==> src/rtl/pipe_pkg.sv <==
// Shared constants for the RV32I pipeline registers: NOP encoding and control-bundle layout.
package pipe_pkg;
  localparam logic [31:0] NOP_INSTR = 32'h0000_0013;  // addi x0, x0, 0

  localparam int CTRL_W         = 8;
  localparam int CTRL_REGWRITE  = 0;
  localparam int CTRL_RESULTSRC_LO = 1;
  localparam int CTRL_RESULTSRC_HI = 2;
  localparam int CTRL_MEMWRITE  = 3;
  localparam int CTRL_JUMP      = 4;
  localparam int CTRL_BRANCH    = 5;
  localparam int CTRL_ALUSRC    = 6;

  localparam int CNT_W_DEF = 16;
endpackage

==> src/rtl/pipe_reg.sv <==
// Enable/clear register: reset > clr > en, all loading CLR_VAL on reset/clr.
// Latency 1 cycle; no backpressure, en low simply holds the current value.
module pipe_reg #(
  parameter int              WIDTH   = 32,
  parameter logic [WIDTH-1:0] CLR_VAL = '0
) (
  input  logic             clk,
  input  logic             reset,
  input  logic             en,
  input  logic             clr,
  input  logic [WIDTH-1:0] d,
  output logic [WIDTH-1:0] q
);
  always_ff @(posedge clk) begin
    if (reset || clr) q <= CLR_VAL;
    else if (en)      q <= d;
  end
endmodule

==> src/rtl/pipe_stage_regs.sv <==
// PC, IF/ID and ID/EX registers driven by hazard-unit stall/flush, plus debug counters.
// Latency 1 cycle per stage; backpressure via StallF/StallD hold, FlushD/FlushE insert bubbles.
module pipe_stage_regs
  import pipe_pkg::*;
#(
  parameter int          XLEN     = 32,
  parameter int          CTRL_W   = pipe_pkg::CTRL_W,
  parameter int          CNT_W    = CNT_W_DEF,
  parameter logic [31:0] RESET_PC = 32'h0000_0000
) (
  input  logic              clk,
  input  logic              reset,
  input  logic              StallF,
  input  logic              StallD,
  input  logic              FlushD,
  input  logic              FlushE,
  input  logic [XLEN-1:0]   PCNextF,
  input  logic [31:0]       InstrF,
  input  logic [XLEN-1:0]   PCPlus4F,
  output logic [XLEN-1:0]   PCF,
  output logic [31:0]       InstrD,
  output logic [XLEN-1:0]   PCD,
  output logic [XLEN-1:0]   PCPlus4D,
  output logic              ValidD,
  input  logic [CTRL_W-1:0] CtrlD,
  input  logic [4:0]        Rs1D,
  input  logic [4:0]        Rs2D,
  input  logic [4:0]        RdD,
  input  logic [XLEN-1:0]   RD1D,
  input  logic [XLEN-1:0]   RD2D,
  input  logic [XLEN-1:0]   ImmExtD,
  output logic [CTRL_W-1:0] CtrlE,
  output logic [4:0]        Rs1E,
  output logic [4:0]        Rs2E,
  output logic [4:0]        RdE,
  output logic [XLEN-1:0]   RD1E,
  output logic [XLEN-1:0]   RD2E,
  output logic [XLEN-1:0]   ImmExtE,
  output logic [XLEN-1:0]   PCE,
  output logic [XLEN-1:0]   PCPlus4E,
  output logic              ValidE,
  output logic [CNT_W-1:0]  StallCnt,
  output logic [CNT_W-1:0]  BubbleCnt,
  output logic              HazErr
);
  localparam int IFID_W = 2 * XLEN + 1;
  localparam int IDEX_W = CTRL_W + 15 + 5 * XLEN + 1;

  pipe_reg #(.WIDTH(XLEN), .CLR_VAL(RESET_PC[XLEN-1:0])) u_pc (
    .clk(clk), .reset(reset), .en(!StallF), .clr(1'b0), .d(PCNextF), .q(PCF)
  );

  pipe_reg #(.WIDTH(32), .CLR_VAL(NOP_INSTR)) u_instr_d (
    .clk(clk), .reset(reset), .en(!StallD), .clr(FlushD), .d(InstrF), .q(InstrD)
  );

  pipe_reg #(.WIDTH(IFID_W), .CLR_VAL('0)) u_ifid (
    .clk(clk), .reset(reset), .en(!StallD), .clr(FlushD),
    .d({PCF, PCPlus4F, 1'b1}),
    .q({PCD, PCPlus4D, ValidD})
  );

  // A flushed ID/EX entry is all-zero, so RegWrite and MemWrite are both off.
  pipe_reg #(.WIDTH(IDEX_W), .CLR_VAL('0)) u_idex (
    .clk(clk), .reset(reset), .en(1'b1), .clr(FlushE),
    .d({CtrlD, Rs1D, Rs2D, RdD, RD1D, RD2D, ImmExtD, PCD, PCPlus4D, ValidD}),
    .q({CtrlE, Rs1E, Rs2E, RdE, RD1E, RD2E, ImmExtE, PCE, PCPlus4E, ValidE})
  );

  always_ff @(posedge clk) begin
    if (reset) begin
      StallCnt  <= '0;
      BubbleCnt <= '0;
      HazErr    <= 1'b0;
    end else begin
      if (StallF && (StallCnt != '1))  StallCnt  <= StallCnt + 1'b1;
      if (FlushE && (BubbleCnt != '1)) BubbleCnt <= BubbleCnt + 1'b1;
      if (StallF != StallD)            HazErr    <= 1'b1;
    end
  end
endmodule

==> config.mk <==
export PLATFORM = sky130hd
export DESIGN_NAME = pipe_stage_regs
export DESIGN_NICKNAME = d
export VERILOG_FILES = /design/src/rtl/pipe_pkg.sv /design/src/rtl/pipe_reg.sv /design/src/rtl/pipe_stage_regs.sv
export SDC_FILE = /design/constraint.sdc
export NUM_CORES = 1
export LEC_CHECK = 0
export BUFFER_PORTS_ARGS = -buffer_cell sky130_fd_sc_hd__buf_2
export CORE_AREA = 2 2 220 222
export CTS_CLUSTER_SIZE = 20
export DETAILED_ROUTE_END_ITERATION = 7
export DIE_AREA = 0 0 222 224
export GPL_TIMING_DRIVEN = 0
export PLACE_DENSITY_LB_ADDON = 0.12
export SYNTH_ARGS = -nofsm -noshare
export SYNTH_HDL_FRONTEND = slang
export SYNTH_HIERARCHICAL = 1
export SYNTH_SLANG_ARGS = --single-unit
==> constraint.sdc <==
create_clock -name clk -period 2.1 [get_ports clk]
set_clock_uncertainty 0.05 [all_clocks]
set_input_delay 0.42 -clock clk [delete_from_list [all_inputs] [get_ports clk]]
set_output_delay 0.42 -clock clk [all_outputs]
set_load 0.01 [all_outputs]
After elaboration in Yosys (flattened, before gate mapping)
Index checks and enable logic that the tools add are counted.
W data, S select, Z words.

cells by class
  add/sub/neg operators = 2
  reductions and logical operators = 4
  equality and inequality tests = 3

operator list
  kind                     number
  $add A16 B1 Y16 const B  2
  $ne A16 B16 Y1 const B   2
  $logic_and A1 B1 Y1      2
  $logic_or A1 B1 Y1       2
  $ne A1 B1 Y1             1

storage, ports and cells
  logic and storage cells = 16
  input port bits = 221
  register bits after elaboration = 346

Depth between registers and ports, before layout
Gate-level depths: netlist (run 1).

  depth in word-level cells = 2
  gate-level depth with buffers = 6
  gate-level depth less buffers = 5

Hierarchy
Netlist (run 1), hierarchy kept.

modules (own cells, without submodules)
  module                seq. area each (µm²)  cells each  times used  area an instance (µm²)
  pipe_reg (u_idex)     3683.5                595         1           6595.1
  pipe_reg (u_ifid)     1301.2                210         1           2338.5
  pipe_stage_regs       660.6                 196         1           1724.2
  pipe_reg (u_instr_d)  640.6                 105         1           1161.1
  pipe_reg (u_pc)       640.6                 105         1           1156.1

Worst setup path before layout (run 1)
OpenSTA, ideal clock, no wires.

  path kind = register to register
  from = register StallCnt[0]
  to = register StallCnt[1]
  clock period less this slack = 1.875 ns
  cell stages (with the launch flop) = 6
  arrival time = 1.697 ns
  required time = 1.922 ns
  path slack = 0.225 ns
  cells stage by stage = dfxtp_1 -> ha_1 -> nand4_2 -> o41ai_1 -> mux2i_1 -> nor2_1

between the ends
  longest elaborated chain between the ends = 2
  elaborated cells between the ends (all ways) = 3

ends and longest elaborated chain
  element                                                  RTL line               RTL
  start: declaration                                       pipe_stage_regs.sv:42  output logic [CNT_W-1:0] StallCnt,
  start signal: assignment                                 pipe_stage_regs.sv:76  if (StallF && (StallCnt != '1)) StallCnt <= StallCnt + 1'b1;
  branches (longest 2 deep; another with $add A16 B1 Y16)  --

Parallel ways; which one is timed is not known.
A chain may end at the register's enable or synchronous reset.

Worst setup path in the final report (run 1)
Ends and elaborated chain as after synthesis.

==> results of run 1 <==
-- flip-flops by register name (all words and copies together), names as in the netlist --
signal,count
StallCnt,16
u_idex/q,184
BubbleCnt,16
HazErr,1
u_pc/q,32
u_ifid/q,65
u_instr_d/q,32
-- Yosys cell counts, drive strengths merged, types with 3 or more instances --
master / n / area, sq um
a21oi: 11 / 55.1
o31ai: 5 / 37.5
buf: 71 / 657
or3: 5 / 33.8
xor2: 3 / 26.3
mux2: 5 / 56.3
nor2b: 5 / 31.3
mux2i: 317 / 3170
nor4: 8 / 71.3
nor2: 336 / 1260
nand3: 8 / 45.0
nor3: 10 / 55.1
nand2: 11 / 41.3
o21ai: 6 / 30.0
or4: 5 / 41.3
nand4: 11 / 87.6
clkbuf: 8 / 32.5
a211oi: 3 / 27.5
inv: 6 / 22.5
dfxtp: 346 / 6930
or2: 6 / 37.5
-- final cells by class --
cell class / count / area [sq um] / share of cell area
multi-input cells: 781 / 5360 / 0.300
diodes: 2 / 5.00 / 0.000280
repair buffers: 568 / 2860 / 0.160
flip-flops and latches: 346 / 6930 / 0.387
clock inverters: 10 / 56.3 / 0.00315
clock buffers: 58 / 1190 / 0.0667
plain buffers: 79 / 689 / 0.0386
well taps: 615 / 769 / 0.0430
inverters: 6 / 22.5 / 0.00126
-- worst register-to-register path: stages (launching register included) --
cell and delay (ns):
dfxtp_1 0.40, ha_1 0.26, nand4_2 0.27, o41ai_2 0.55, mux2i_1 0.23, nor2_1 0.05
-- through the flow --
| stage | setup TNS, ns | utilization | area, sq um | setup WS (ns) | power (uW) |
|---|---|---|---|---|---|
| after CTS | 0 | 0.377 | 17900 | 0.0680 | 15000 |
| after global routing | 0 | 0.378 | 17900 | 0.0118 | 15500 |
| after detailed placement | -0.00946 | 0.350 | 16600 | -0.00946 | 8260 |
| after global placement | 0 | 0.350 | 16600 | 0.0475 | 8250 |
| final | 0 | 0.378 | 17900 | 0.153 | 14800 |
| after floorplan | 0 | - | 13000 | 0.225 | 7710 |
-- how the worst max path moves through the flow --
stage	start	slack, ns	to
floorplan	StallCnt[0]	0.23	StallCnt[1]
global placement	StallCnt[0]	0.05	StallCnt[1]
detailed placement	StallCnt[0]	-0.009	StallCnt[1]
CTS	StallCnt[0]	0.07	StallCnt[14]
global route	BubbleCnt[1]	0.01	BubbleCnt[6]
finish	StallCnt[0]	0.15	StallCnt[1]
-- power breakdown --
group | switching, uW | internal (uW)
Clock | 2720 | 3930
Combinational | 683 | 629
Sequential | 97.3 | 6730
-- kinds of logic after synthesis --
logic type	after synthesis	synth area share
AOI/OAI and AO/OA	37	0.0207
xor gates and xnor gates	5	0.00338
adders and majority gates	2	0.00193
buffers and inverters	85	0.0549
DFF	346	0.534
muxes	322	0.249
other	2	0.000579
and+or+nand+nor	412	0.136
-- layer usage --
layer | up-vias | part of all wire | global-route usage
li1 | 5312 | - | -
met1 | 4904 | 0.40 | 0.192
met2 | 379 | 0.48 | 0.293
met3 | 78 | 0.094 | 0.0745
met4 | 16 | 0.025 | 0.0530
met5 | - | 0.0023 | 0
-- what timing repair did --
action | in CTS | in global routing
setup endpoints to repair | 1 | 2
hold buffers | 3 | 0
gates resized for setup | 1 | 2
hold endpoints to repair | 3 | 0
==> summary.txt, run 1 <==
Pwr
  – Maximum VDD drop: approximately 0.49 mV
  – Pleak: about 0.009 uW
  – P per Cell Area: about 830 nW/um^2

Worst setup path
  – Setup crit end kind: flip-flop
  – Crit path max fanout: 8
  – WP buf/inv: 0
  – CP peak stage delay: roughly 0.55 ns
  – Data required, critical path: 2.47 ns
  – R2R depth: 5
  – CP max stage cell: o41ai_2
  – CP Launch Type: flip-flop
  – Reg-to-reg slack, setup: 0.15 ns
  – Cells along the critical path: ha_1 > nand4_2 > o41ai_2 > mux2i_1 > nor2_1
  – Reg2reg start: StallCnt[0]
  – WP depth: 5
  – Worst setup path category: flip-flop to flip-flop
  – CP delay by family, top: compound AO/OA/AOI/OAI gates
  – Worst flop-to-flop path endpoint: StallCnt[1]
  – Arr. time, crit path: between 2 and 2.5 ns

Global route
  – Initial antenna violation count: 11
  – First-pass GRT wire length: ~65000 um
  – GRT Total Usage: 0.171
  – GRT overflow: 0
  – Vias in the first global route: 10236
  – Largest net degree at the start of global routing: 13

Yosys
  – Post-Synthesis Cell Area: approximately 13000 sq um
  – Flops & latches, synth: roughly 350
  – EDFF count, synth: 0
  – Post-Syn Area per Cell: between 10 and 15 sq um
  – Cells after Synth: approximately 1200
  – Async SR Flop Fraction: 0
  – Synth Flop Type: dfxtp_1
  – Post-synthesis cell type count: 52
  – YS warnings: 6
  – Sequential-to-total area share from yosys stat: 0.534

Timing
  – Worst Tran Pin Value: around 0.69 ns
  – Unrepaired setup endpoints after global routing: false
  – Final Setup Violations: 0
  – Final hold vios: 0
  – FMAX: between 0.5 and 0.6 GHz
  – Worst Hold Slack: approximately 0.053 ns
  – Min cycle time layout: around 1.9 ns
  – Final count of pins violating max slew: 0
  – Relative slew slack: 0.540
  – Final period utilization: 0.927

Cells and area
  – Layout area overhead: 37.8%
  – Share of cells above drive strength 1: 0.388
  – Commonest cells after routing, fill and taps aside: buf_2, dfxtp_1, nor2_1, mux2i_1, clkbuf_16
  – Fin cells: 2465
  – Filler cells: between 4000 and 5000
  – Final #Nets: between 2000 and 2500
  – Most common cell after layout, fill and taps aside: buf_2

Die
  – Num ports: 567
  – Row count: 80
  – Die ar.: 49700 sq um
  – Die width: approximately 220 um
  – Area of the core: around 47000 sq um
  – Initial Utilization: 0.274
  – Die height: roughly 220 um

Placed design
  – RePlAce Congestion: between 0.7 and 0.8
  – DP Wirelength: between 30000 and 40000 um
  – Placed cells: 2392
  – PortBufs: 565

Min path
  – HP Start: PCNextF[28]
  – Worst hold path type: primary input to flip-flop
  – Hold Path Cell Cnt: 3
  – Hold Path End: u_pc/q[28]

Detailed routing
  – Antenna viol nets, final: 0
  – Detail-routed via count per cell: approximately 4.3
  – Detailed Route WL: around 44000 um
  – Vias: 10689
  – Post-DR wirelength/cell: approximately 18 um
  – Initial DRC Count: roughly 400
  – First drt pass iteration count: 4
  – Number of remaining DRC errors: 0

Clocking
  – CTS tree: yes
  – H-tree depth: 2
  – CTS clk-pin slew, worst paths: 0.06 ns
  – CTS root buffer: clkbuf_16
  – CTS max path bufs: 3
  – Post-CTS Setup Inserts: 0
  – CTS buffer count: 41
  – # clock sinks: between 300 and 400
  – Clock latency on the worst-skew pair: between 0.5 and 0.6 ns

Run
  – Max cap viols: 0

Outcome
  – Run status: completed
No activity file was read; power rests on OpenSTA's default activity.
==> run 2, diff against run 1 <==
==> constraint.sdc (replaced) <==
create_clock -name clk -period 2.1 [get_ports clk]
set_clock_uncertainty 0.05 [all_clocks]
set_input_delay 0.21 -clock clk [delete_from_list [all_inputs] [get_ports clk]]
set_output_delay 0.21 -clock clk [all_outputs]
set_load 0.01 [all_outputs]
==> run 2 against run 1 <==
  * Worst setup slack better by 0.00060 ns
  * Wire length is 4.3% higher
  * Register-to-register slack hardly changed
  * Critical path type unchanged
  * Largest power group unchanged
  * Highest routed layer is now met4
==> summary.txt, run 2 (synthesized netlist as in run 1, its figures left out) <==
Worst setup path
  – Data required, critical path: 2.47 ns (about the same)
  – Arr. time, crit path: 2.32 ns (about the same)
  – Worst setup path category: flip-flop to flip-flop
  – Setup crit end kind: flip-flop
  – Crit path max fanout: 8 (unchanged)
  – CP Launch Type: flip-flop

Placed design
  – DP Wirelength: 34300 um (unchanged)
  – Place WS: -0.00946 ns (unchanged)
  – RePlAce Congestion: 0.798 (unchanged)
  – DP Area: 16600 sq um (unchanged)
  – PortBufs: 565 (unchanged)

Timing
  – Unrepaired setup endpoints after global routing: false
  – Final Setup Violations: 0 (unchanged)
  – Worst Hold Slack: 0.0525 ns (-0.000870 ns)
  – FMAX: 0.514 GHz (about the same)
  – Final count of pins violating max slew: 0 (unchanged)
  – Worst Tran Pin Value: 0.698 ns (+0.00839 ns)
  – Final period utilization: 0.927 (about the same)
  – Final setup margin: 0.154 ns (+0.000599 ns)
  – Min cycle time layout: 1.95 ns (-0.000599 ns)
  – Relative slew slack: 0.534 (-0.00559)
  – Final hold vios: 0 (unchanged)

Cells and area
  – Final #Nets: 2264 (+11%)
  – Most common cell after layout, fill and taps aside: buf_2
  – Largest regs: u_idex/q: 184 flops, u_ifid/q: 65 flops
  – Layout area overhead: 54.6%
  – Final Util: 0.424 (+0.0461)
  – Largest register by flop count: u_idex/q
  – Commonest cells after routing, fill and taps aside: buf_2, dfxtp_1, nor2_1, mux2i_1, dlygate4sd3_1
  – Share of cells above drive strength 1: 0.347 (-0.0409)
  – Post-route cell area: 20100 sq um (+12%)
  – Max FFs per register: 184 (unchanged)

Clocking
  – # clock sinks: 346 (unchanged)
  – Clock latency on the worst-skew pair: 0.55 ns (about the same)
  – CTS max path bufs: 3 (unchanged)
  – CTS buffer count: 41 (unchanged)
  – H-tree depth: 2 (unchanged)
  – CTS tree: yes
  – Post-CTS Setup Inserts: 0 (unchanged)
  – CTS clk-pin slew, worst paths: 0.06 ns (about the same)
  – CTS root buffer: clkbuf_16

Min path
  – Worst hold path type: primary input to flip-flop

Run
  – Max cap viols: 0 (unchanged)

Pwr
  – Maximum VDD drop: 0.460 mV (-6.0%)
  – Total power: 15100 uW (+2.4%)
  – Pleak: 0.00991 uW (+10%)
  – P per Cell Area: 755 nW/um^2 (-8.7%)

Global route
  – GRT overflow: 0 (unchanged)
  – Largest net degree at the start of global routing: 13 (unchanged)
  – Vias in the first global route: 11417 (+12%)
  – First-pass GRT wire length: 68800 um (+5.8%)
  – Initial antenna violation count: 2 (-9)
  – GRT Total Usage: 0.179 (+0.00721)

Detailed routing
  – Initial DRC Count: 451 (+15%)
  – Vias: 11536 (+7.9%)
  – First drt pass iteration count: 4 (unchanged)
  – Detail-routed via count per cell: 4.30 (-0.85%)
  – Detailed Route WL: 46200 um (+4.3%)
  – Antenna viol nets, final: 0 (unchanged)
  – Post-DR wirelength/cell: 17.2 um (-4.2%)
  – Number of remaining DRC errors: 0 (unchanged)

Die
  – Die ar.: 49700 sq um (unchanged)
  – Die height: 224 um (unchanged)
  – Die width: 222 um (unchanged)
  – Num ports: 567 (unchanged)
  – Area of the core: 47300 sq um (unchanged)
  – Initial Utilization: 0.274 (unchanged)
  – Row count: 80 (unchanged)

Outcome
  – Run status: completed
## run 2: repair_timing
item / CTS / global route
hold buffers: 221 / 0
gates resized for setup: 1 / 2
hold endpoints to repair: 219 / 0
setup endpoints to repair: 1 / 2
## run 2: final cells by class
type	count	area, sq um
inverter	6	22.5
timing repair buffer	786	5040
clock buffer	58	1190
buffer	79	689
sequential	346	6930
multi-input combinational	781	5360
fill	4705	27300
antenna	2	5.00
tap	615	769
clock inverter	10	56.3
## run 2: report_power, final
part / total, uW / switching (uW) / internal (uW)
combinational: 1650 / 756 / 894
sequential: 6820 / 98.4 / 6730
clock: 6670 / 2740 / 3930
total: 15100 / 3600 / 11500
## run 2: final timing paths
path                             startpoint           end  slack [ns]  depth (start not counted)
worst min register to register       HazErr        HazErr        0.43                          2
worst max-delay path            StallCnt[0]   StallCnt[1]        0.15                          5
worst max register to register  StallCnt[0]   StallCnt[1]        0.15                          5
worst min-delay path                 FlushE  BubbleCnt[2]        0.05                          3
## run 2: layer usage
metal / wire, um / up-vias / GRT usage
met4: 1330 / 0 / 0.0621
met5: 0 / - / 0
met3: 3860 / 74 / 0.0666
met1: 18600 / 5313 / 0.203
met2: 22400 / 395 / 0.308
li1: - / 5754 / -
## run 2: stage by stage
stage / std cells / setup TNS [ns]
2_1_floorplan: 1212 / 0
3_3_place_gp: 2392 / 0
3_5_place_dp: 2392 / -0.00946
4_1_cts: 2681 / 0
5_1_grt: 2683 / 0
6_report: 2683 / 0
## run 2: worst max-delay path: stages, from the launching register on
cell,delay (ns)
dfxtp_1,0.40
ha_1,0.26
nand4_2,0.27
o41ai_2,0.54
mux2i_1,0.23
nor2_1,0.05
